### src/rtl/arb_pkg.sv
// Shared constants, state type and reset values for the rr_arbiter4 slice.
// Optional forced-release timeout is enabled with ARB_TIMEOUT_EN.
package arb_pkg;

    localparam int NUM_REQ = 4;
    localparam int IDX_W   = 2;

    typedef enum logic [0:0] {
        IDLE  = 1'b0,
        GRANT = 1'b1
    } arb_state_e;

    localparam arb_state_e       RST_STATE = IDLE;
    localparam logic [IDX_W-1:0] RST_PTR   = '0;
    localparam logic [IDX_W-1:0] RST_IDX   = '0;
    localparam logic [7:0]       RST_HOLD  = '0;

endpackage

### src/rtl/rr_pick.sv
// Combinational rotating-priority picker: first set request scanning
// ptr, ptr+1, ... modulo NUM_REQ.
module rr_pick
    import arb_pkg::*;
(
    input  logic [NUM_REQ-1:0] req,
    input  logic [IDX_W-1:0]   ptr,
    output logic [IDX_W-1:0]   idx,
    output logic               any
);

    logic [IDX_W-1:0] cand;

    // Scanning from the farthest offset down lets the nearest hit overwrite.
    always_comb begin
        idx  = '0;
        cand = '0;
        any  = |req;
        for (int k = NUM_REQ - 1; k >= 0; k--) begin
            cand = ptr + IDX_W'(k);
            if (req[cand]) begin
                idx = cand;
            end
        end
    end

endmodule

### src/rtl/rr_arbiter4.sv
// Four-requester round-robin arbiter with grant hold and release handshake.
// ARB_TIMEOUT_EN adds a forced release after MAX_HOLD cycles in GRANT.
// The handshake input is release_in because "release" is a reserved word.
module rr_arbiter4
    import arb_pkg::*;
#(
    parameter int NUM_REQ  = 4,
    parameter int MAX_HOLD = 15
) (
    input  logic                CLK,
    input  logic                Reset_L,
    input  logic [3:0]          req,
    input  logic                release_in,
    output logic [IDX_W-1:0]    grant_idx,
    output logic                grant_valid,
    output logic                timeout_pulse,
    output logic                dbg_state
);

    if (NUM_REQ != arb_pkg::NUM_REQ) begin : g_num_req_chk
        $error("rr_arbiter4: NUM_REQ must be 4");
    end
    if (MAX_HOLD < 1 || MAX_HOLD > 255) begin : g_max_hold_chk
        $error("rr_arbiter4: MAX_HOLD must be in 1..255");
    end

    // Handshake: a grant is owned while grant_valid=1; the holder ends it by
    // asserting release_in for one cycle. req and release_in are sampled on
    // the rising edge of CLK; all outputs come straight from flops.
    arb_state_e       state_q, state_d;
    logic [IDX_W-1:0] ptr_q, ptr_d;
    logic [IDX_W-1:0] grant_idx_q, grant_idx_d;
    logic             grant_valid_q, grant_valid_d;
    logic [IDX_W-1:0] pick_idx;
    logic             pick_any;

`ifdef ARB_TIMEOUT_EN
    logic [7:0] hold_q, hold_d;
    logic       timeout_q, timeout_d;
`endif

    rr_pick u_pick (
        .req (req),
        .ptr (ptr_q),
        .idx (pick_idx),
        .any (pick_any)
    );

    always_comb begin
        state_d       = state_q;
        ptr_d         = ptr_q;
        grant_idx_d   = grant_idx_q;
        grant_valid_d = grant_valid_q;
`ifdef ARB_TIMEOUT_EN
        hold_d        = hold_q;
        timeout_d     = 1'b0;
`endif
        case (state_q)
            IDLE: begin
                grant_valid_d = 1'b0;
                if (pick_any) begin
                    grant_idx_d   = pick_idx;
                    grant_valid_d = 1'b1;
                    state_d       = GRANT;
`ifdef ARB_TIMEOUT_EN
                    hold_d        = '0;
`endif
                end
            end
            GRANT: begin
                if (release_in) begin
                    grant_valid_d = 1'b0;
                    state_d       = IDLE;
                    ptr_d         = grant_idx_q + 1'b1;
                end
`ifdef ARB_TIMEOUT_EN
                else if (hold_q == 8'(MAX_HOLD - 1)) begin
                    grant_valid_d = 1'b0;
                    state_d       = IDLE;
                    ptr_d         = grant_idx_q + 1'b1;
                    timeout_d     = 1'b1;
                end else begin
                    hold_d = hold_q + 8'd1;
                end
`endif
            end
            default: begin
                state_d       = IDLE;
                grant_valid_d = 1'b0;
            end
        endcase
    end

    always_ff @(posedge CLK or negedge Reset_L) begin
        if (!Reset_L) begin
            state_q       <= RST_STATE;
            ptr_q         <= RST_PTR;
            grant_idx_q   <= RST_IDX;
            grant_valid_q <= 1'b0;
        end else begin
            state_q       <= state_d;
            ptr_q         <= ptr_d;
            grant_idx_q   <= grant_idx_d;
            grant_valid_q <= grant_valid_d;
        end
    end

`ifdef ARB_TIMEOUT_EN
    always_ff @(posedge CLK or negedge Reset_L) begin
        if (!Reset_L) begin
            hold_q    <= RST_HOLD;
            timeout_q <= 1'b0;
        end else begin
            hold_q    <= hold_d;
            timeout_q <= timeout_d;
        end
    end

    assign timeout_pulse = timeout_q;
`else
    assign timeout_pulse = 1'b0;
`endif

    assign grant_idx   = grant_idx_q;
    assign grant_valid = grant_valid_q;
    assign dbg_state   = state_q;

endmodule

### config.mk
export PLATFORM = sky130hd
export DESIGN_NAME = rr_arbiter4
export DESIGN_NICKNAME = d
export VERILOG_FILES = /design/src/rtl/arb_pkg.sv /design/src/rtl/rr_pick.sv /design/src/rtl/rr_arbiter4.sv
export SDC_FILE = /design/constraint.sdc
export NUM_CORES = 1
export LEC_CHECK = 0
export CORE_AREA = 4 4 41 43
export CTS_CLUSTER_SIZE = 10
export DETAILED_ROUTE_END_ITERATION = 7
export DIE_AREA = 0 0 45 47
export MAX_ROUTING_LAYER = met4
export SKIP_CTS_REPAIR_TIMING = 1
export SYNTH_ARGS = -nofsm -noshare
export SYNTH_HDL_FRONTEND = slang
export SYNTH_SLANG_ARGS = --single-unit
### constraint.sdc
create_clock -name CLK -period 1 [get_ports CLK]
set_input_delay 0.15 -clock CLK [delete_from_list [all_inputs] [get_ports CLK]]
set_output_delay 0.15 -clock CLK [all_outputs]
set_load 0.05 [all_outputs]
Word level (Yosys, flattened, before mapping)
Cells that the tools add are included.

Bits in registers: 6. Bits in latches: 0. Memory bits (writable): 0. Memory bits (read-only): 0. Bits of input ports: 7. Output and inout bits: 5. Logic and storage cells: 34. Memories kept: 0.

Add/sub/neg operators: 4. Multipliers: 0. Divide/modulo/power cells: 0. Order comparisons: 4. Equal/unequal tests: 1. Shift-type cells: 0. Multiplexer cells: 17. Bitwise gates (word level): 1. Reductions and logical operators: 3.

Operators by type and width (count): 2-bit by 3-bit < comparator with 1-bit output, second input constant (4); 1-bit binary-select mux with 2-bit select (4); 2-bit 2-to-1 mux (4); 1-bit 2-to-1 mux (7); 2-bit by 1-bit adder with 2-bit output, second input constant (2); 2-bit adder, second input constant (2); 1-bit case mux with 2 select lines (2); 2-bit AND reduction (2); 4-bit OR reduction (1); 2-bit inequality test, second input constant (1); 1-bit inverter (1).

Depth between registers and ports, before layout
Depth in word-level cells: 7. Gate-level depth with buffers: 3. Mapped depth without buffers: 3.

Cells and area by module
From an unflattened synthesis, not the netlist that was laid out.

Cells, all modules: 32. Area, all modules: 330.3 µm².

By module, submodules not included: rr_arbiter4 (instances 1, cells each 19, area an instance 252.7 µm², sequential area each 150.1 µm²); rr_pick (instances 1, cells each 13, area an instance 77.6 µm², sequential area each 0.0 µm²).

Worst setup path before layout
No wires, ideal clock.

Kind: register to register. Start: register state_q (netlist: dbg_state). End: register grant_idx_q[0] (netlist: grant_idx[0]). Library setup time: 0.122 ns. Arrival: 1.152 ns. Data required time: 0.878 ns. Slack: -0.274 ns. Cell stages (with the launch flop): 4. Buffers on the path: 0. Period minus slack after synthesis: 1.274 ns. Path through: dfrtp_1 -> inv_1 -> o21a_1 -> a32o_1.

Word-level cells in the longest chain between the ends: 2.

RTL lines: start, declared (line rr_arbiter4.sv:30) `arb_state_e state_q, state_d;`; start signal, assigned (line rr_arbiter4.sv:101) `state_q <= state_d;`; 1-bit inverter; 2-bit AND reduction (no line); end signal, assigned (line rr_arbiter4.sv:103) `grant_idx_q <= grant_idx_d;`; end, declared (line rr_arbiter4.sv:32) `logic [IDX_W-1:0] grant_idx_q, grant_idx_d;`.

No other way between the ends. A chain may end at the register's enable or synchronous reset.

Worst setup path in the final report
Start: register state_q (netlist: dbg_state). End: output dbg_state.

RTL lines: end, declared (line rr_arbiter4.sv:17) `output logic dbg_state`.

No word-level cell between the ends.

==> results.md <==
- Min setup slack post-route: -0.0911 ns
- Total CTS buffers: 3
- Part of the cycle the worst path needs: 109%
- Largest net degree at the start of global routing: 7
- Setup-failing EPs final: 5
- Classification of the worst-slack hold path: input port to async pin
- Commonest non-fill, non-tap cells in the layout: sky130_fd_sc_hd__buf_4 (7), sky130_fd_sc_hd__dlymetal6s2s_1 (4), sky130_fd_sc_hd__buf_12 (4)
- Clock tree from TritonCTS: built
- CP Data Required Time: 0.85 ns
- Count of final max-slew check failures: 0
- Critical Path Start: dbg_state$_DFF_PN0_
- Synthesized area per cell: 9.70 um^2
- Area of the die: 2120 um^2
- Violations in the final reports: negative setup slack
- Total number of vias: 315
- Unrepaired setup endpoints after global routing: yes
- Number of port buffers: 10
- Net Switching: 0.000834 W
- Initial cell density of the core: 23.8%
- Share of the core filled with cells: 46.3%
- Post-layout min period: 1.09 ns
- Result of the run: finished, violations left
- Worst setup EP type: output pin
- Violation count after the first detailed-routing iteration: 7
- Combinational Power Share: 61.3%
- Layout cell share with drive strength beyond 1: 47.2%
- FP Rows: 13
- Root Driver: sky130_fd_sc_hd__clkbuf_4
- Final net count: 61
- Clock slew at the register clock pins of the worst setup and hold paths: 0.05 ns
- Most common cell after layout, fill and taps aside: sky130_fd_sc_hd__buf_4
- DRC Markers: 0
- Max VDD drop: 1290 uV
- Number of maximum-capacitance violations: 0
- Startpoint Class: flip-flop
- Max Fanout on Critical Path: 4
- Vertical die dimension: 47 um
- Sequential-to-total area share from yosys stat: 48.4%
- Cells after synthesis: 32
- Yosys warning total: 0
- Io pins: 12
- Number of failing hold endpoints at the final stage: 0
- Post-detail-place hpwl: 634 um
- Layout Skew: 0.00829 ns
- Clock Tree Buf Depth: 2
- Post-detailed-route count of antenna-violating nets: 0
- Via density per instance: 4.63
- Number of cells in the design after placement: 61
- Cell Area, Synth: 310 um^2
- Yosys cell types: 20
- Wirelength, routed: 848 um
- Leakage dissipation: 0.295 nW
- Placeable Area: 1300 um^2
- Aggregate negative setup slack: -0.225 ns
- Post-detailed-route wirelength per cell: 12.5 um
- Startpoint of the most critical register-to-register path: ptr_q[0]$_DFFE_PN0P_
- Final RePlAce weighted congestion: 0.751
- Register share of total power: 26.7%
- Layout filler cell count: 128
- Antenna violations before repair: 0
- Internal power component: 0.00119 W
- Smallest hold slack: 0.146 ns
- Length of the first detailed-routing pass in iterations: 2
- Total GRT Usage: 9.92%
- FF+latch count, synth: 6
- Number of sinks on the clock net: 6
- Power per cell area: 3360 nW/um^2
- Antenna diode instance count: 0
- Worst setup path class: flip-flop to output pin
- Post-synthesis net count: 39
- Via count of the first global-routing pass: 326
- Residual overflow from global routing: 0
- Max Clk Rate: 0.917 GHz
- Maximum level of the CTS H-tree: 1
- Switching share of power: 41.1%
- Crit path DAT: 0.94 ns
- First-pass GRT wire length: 1350 um
- Part of the total power dissipated in the clock network: 12.0%
- Relative area change from synthesis to final layout: 94.4%
- DIE WIDTH: 45 um
- Worst-skew pair later-pin latency: 0.25 ns
- Fin cells: 68
==> through the flow <==
step	instance area [um^2]	setup WS (ns)	total power, W
floorplan	312	-0.116	0.00105
finish	603	-0.0911	0.00203
detailed placement	500	-0.358	0.00162
CTS	527	-0.134	0.00188
global placement	500	-0.334	0.00161
global route	603	-0.136	0.00216
==> final timing paths <==
| kind | cells after the start | endpoint | slack, ns |
|---|---|---|---|
| worst max-delay path | 2 | dbg_state | -0.09 |
| worst min-delay path | 1 | grant_valid$_DFFE_PN0P_ | 0.15 |
| worst max register to register | 3 | grant_idx[0]$_DFFE_PN0P_ | -0.08 |
| worst min register to register | 1 | ptr_q[0]$_DFFE_PN0P_ | 0.55 |
| max in group asynchronous | 1 | ptr_q[1]$_DFFE_PN0P_ | 0.61 |
| min in group CLK | 3 | grant_idx[0]$_DFFE_PN0P_ | 0.40 |
==> cells in the mapped netlist <==
cell type | count | share of area [%]
sky130_fd_sc_hd__nand3b_1 | 1 | 2.4
sky130_fd_sc_hd__xnor2_1 | 1 | 2.8
sky130_fd_sc_hd__or2_4 | 1 | 2.8
sky130_fd_sc_hd__a21oi_1 | 3 | 4.8
sky130_fd_sc_hd__a32o_1 | 1 | 3.2
sky130_fd_sc_hd__a311oi_1 | 1 | 2.8
sky130_fd_sc_hd__a31oi_1 | 2 | 4.0
sky130_fd_sc_hd__nor4_1 | 1 | 2.0
sky130_fd_sc_hd__conb_1 | 1 | 1.2
sky130_fd_sc_hd__nand2_1 | 3 | 3.6
sky130_fd_sc_hd__o21a_1 | 1 | 2.4
sky130_fd_sc_hd__o21ai_0 | 2 | 3.2
sky130_fd_sc_hd__o211ai_1 | 1 | 2.4
sky130_fd_sc_hd__nand2b_1 | 1 | 2.0
sky130_fd_sc_hd__a21o_1 | 1 | 2.4
sky130_fd_sc_hd__buf_4 | 1 | 2.4
sky130_fd_sc_hd__inv_1 | 2 | 2.4
sky130_fd_sc_hd__dfrtp_1 | 6 | 48
sky130_fd_sc_hd__nor2b_1 | 1 | 2.0
sky130_fd_sc_hd__o31ai_1 | 1 | 2.4
==> kinds of logic (layout without fill, tap and decap cells) <==
group,Yosys count,after routing,share of synthesized area (%)
simple gates,8,8,14.9
flops,6,6,48.4
compound gates,13,13,27.8
other cells,1,1,1.21
xor+xnor,1,1,2.82
buf+inv,3,24,4.84
==> state kept, by name, indices dropped and copies added, names as in the netlist <==
signal       cells
grant_idx        2
ptr_q            2
dbg_state        1
grant_valid      1
==> cell type report <==
cell class	count	area [um^2]	area share (%)
Multi-Input combinational cell	23	183	30.3
Inverter	2	7.51	1.24
Sequential cell	6	154	25.5
Tap cell	15	18.8	3.11
Timing Repair Buffer	18	214	35.5
Clock buffer	4	26.3	4.36
==> power by group through the flow <==
| stage | registers (W) | clock network (W) | logic [W] |
|---|---|---|---|
| after floorplan | 0.000776 | 0 | 0.000272 |
| after global placement | 0.000536 | 0 | 0.00107 |
| after detailed placement | 0.000533 | 0 | 0.00109 |
| after CTS | 0.000534 | 0.000254 | 0.00109 |
| after global routing | 0.000560 | 0.000285 | 0.00132 |
| final | 0.000542 | 0.000244 | 0.00124 |
==> layer usage <==
layer	routed length, um	up-vias	GRT usage (%)	part of all wire (%)
li1	-	158	-	-
met1	325	149	9.22	38
met2	468	6	16.9	55
met3	40	2	3.45	4.7
met4	12	0	7.02	1.4
met5	0	-	-	0
==> worst max-delay path: stages (launching register included) <==
cell and delay (ns):
sky130_fd_sc_hd__dfrtp_2 0.42, sky130_fd_sc_hd__buf_6 0.13, sky130_fd_sc_hd__buf_12 0.14
Note: power is estimated with default switching activity, not from simulation.
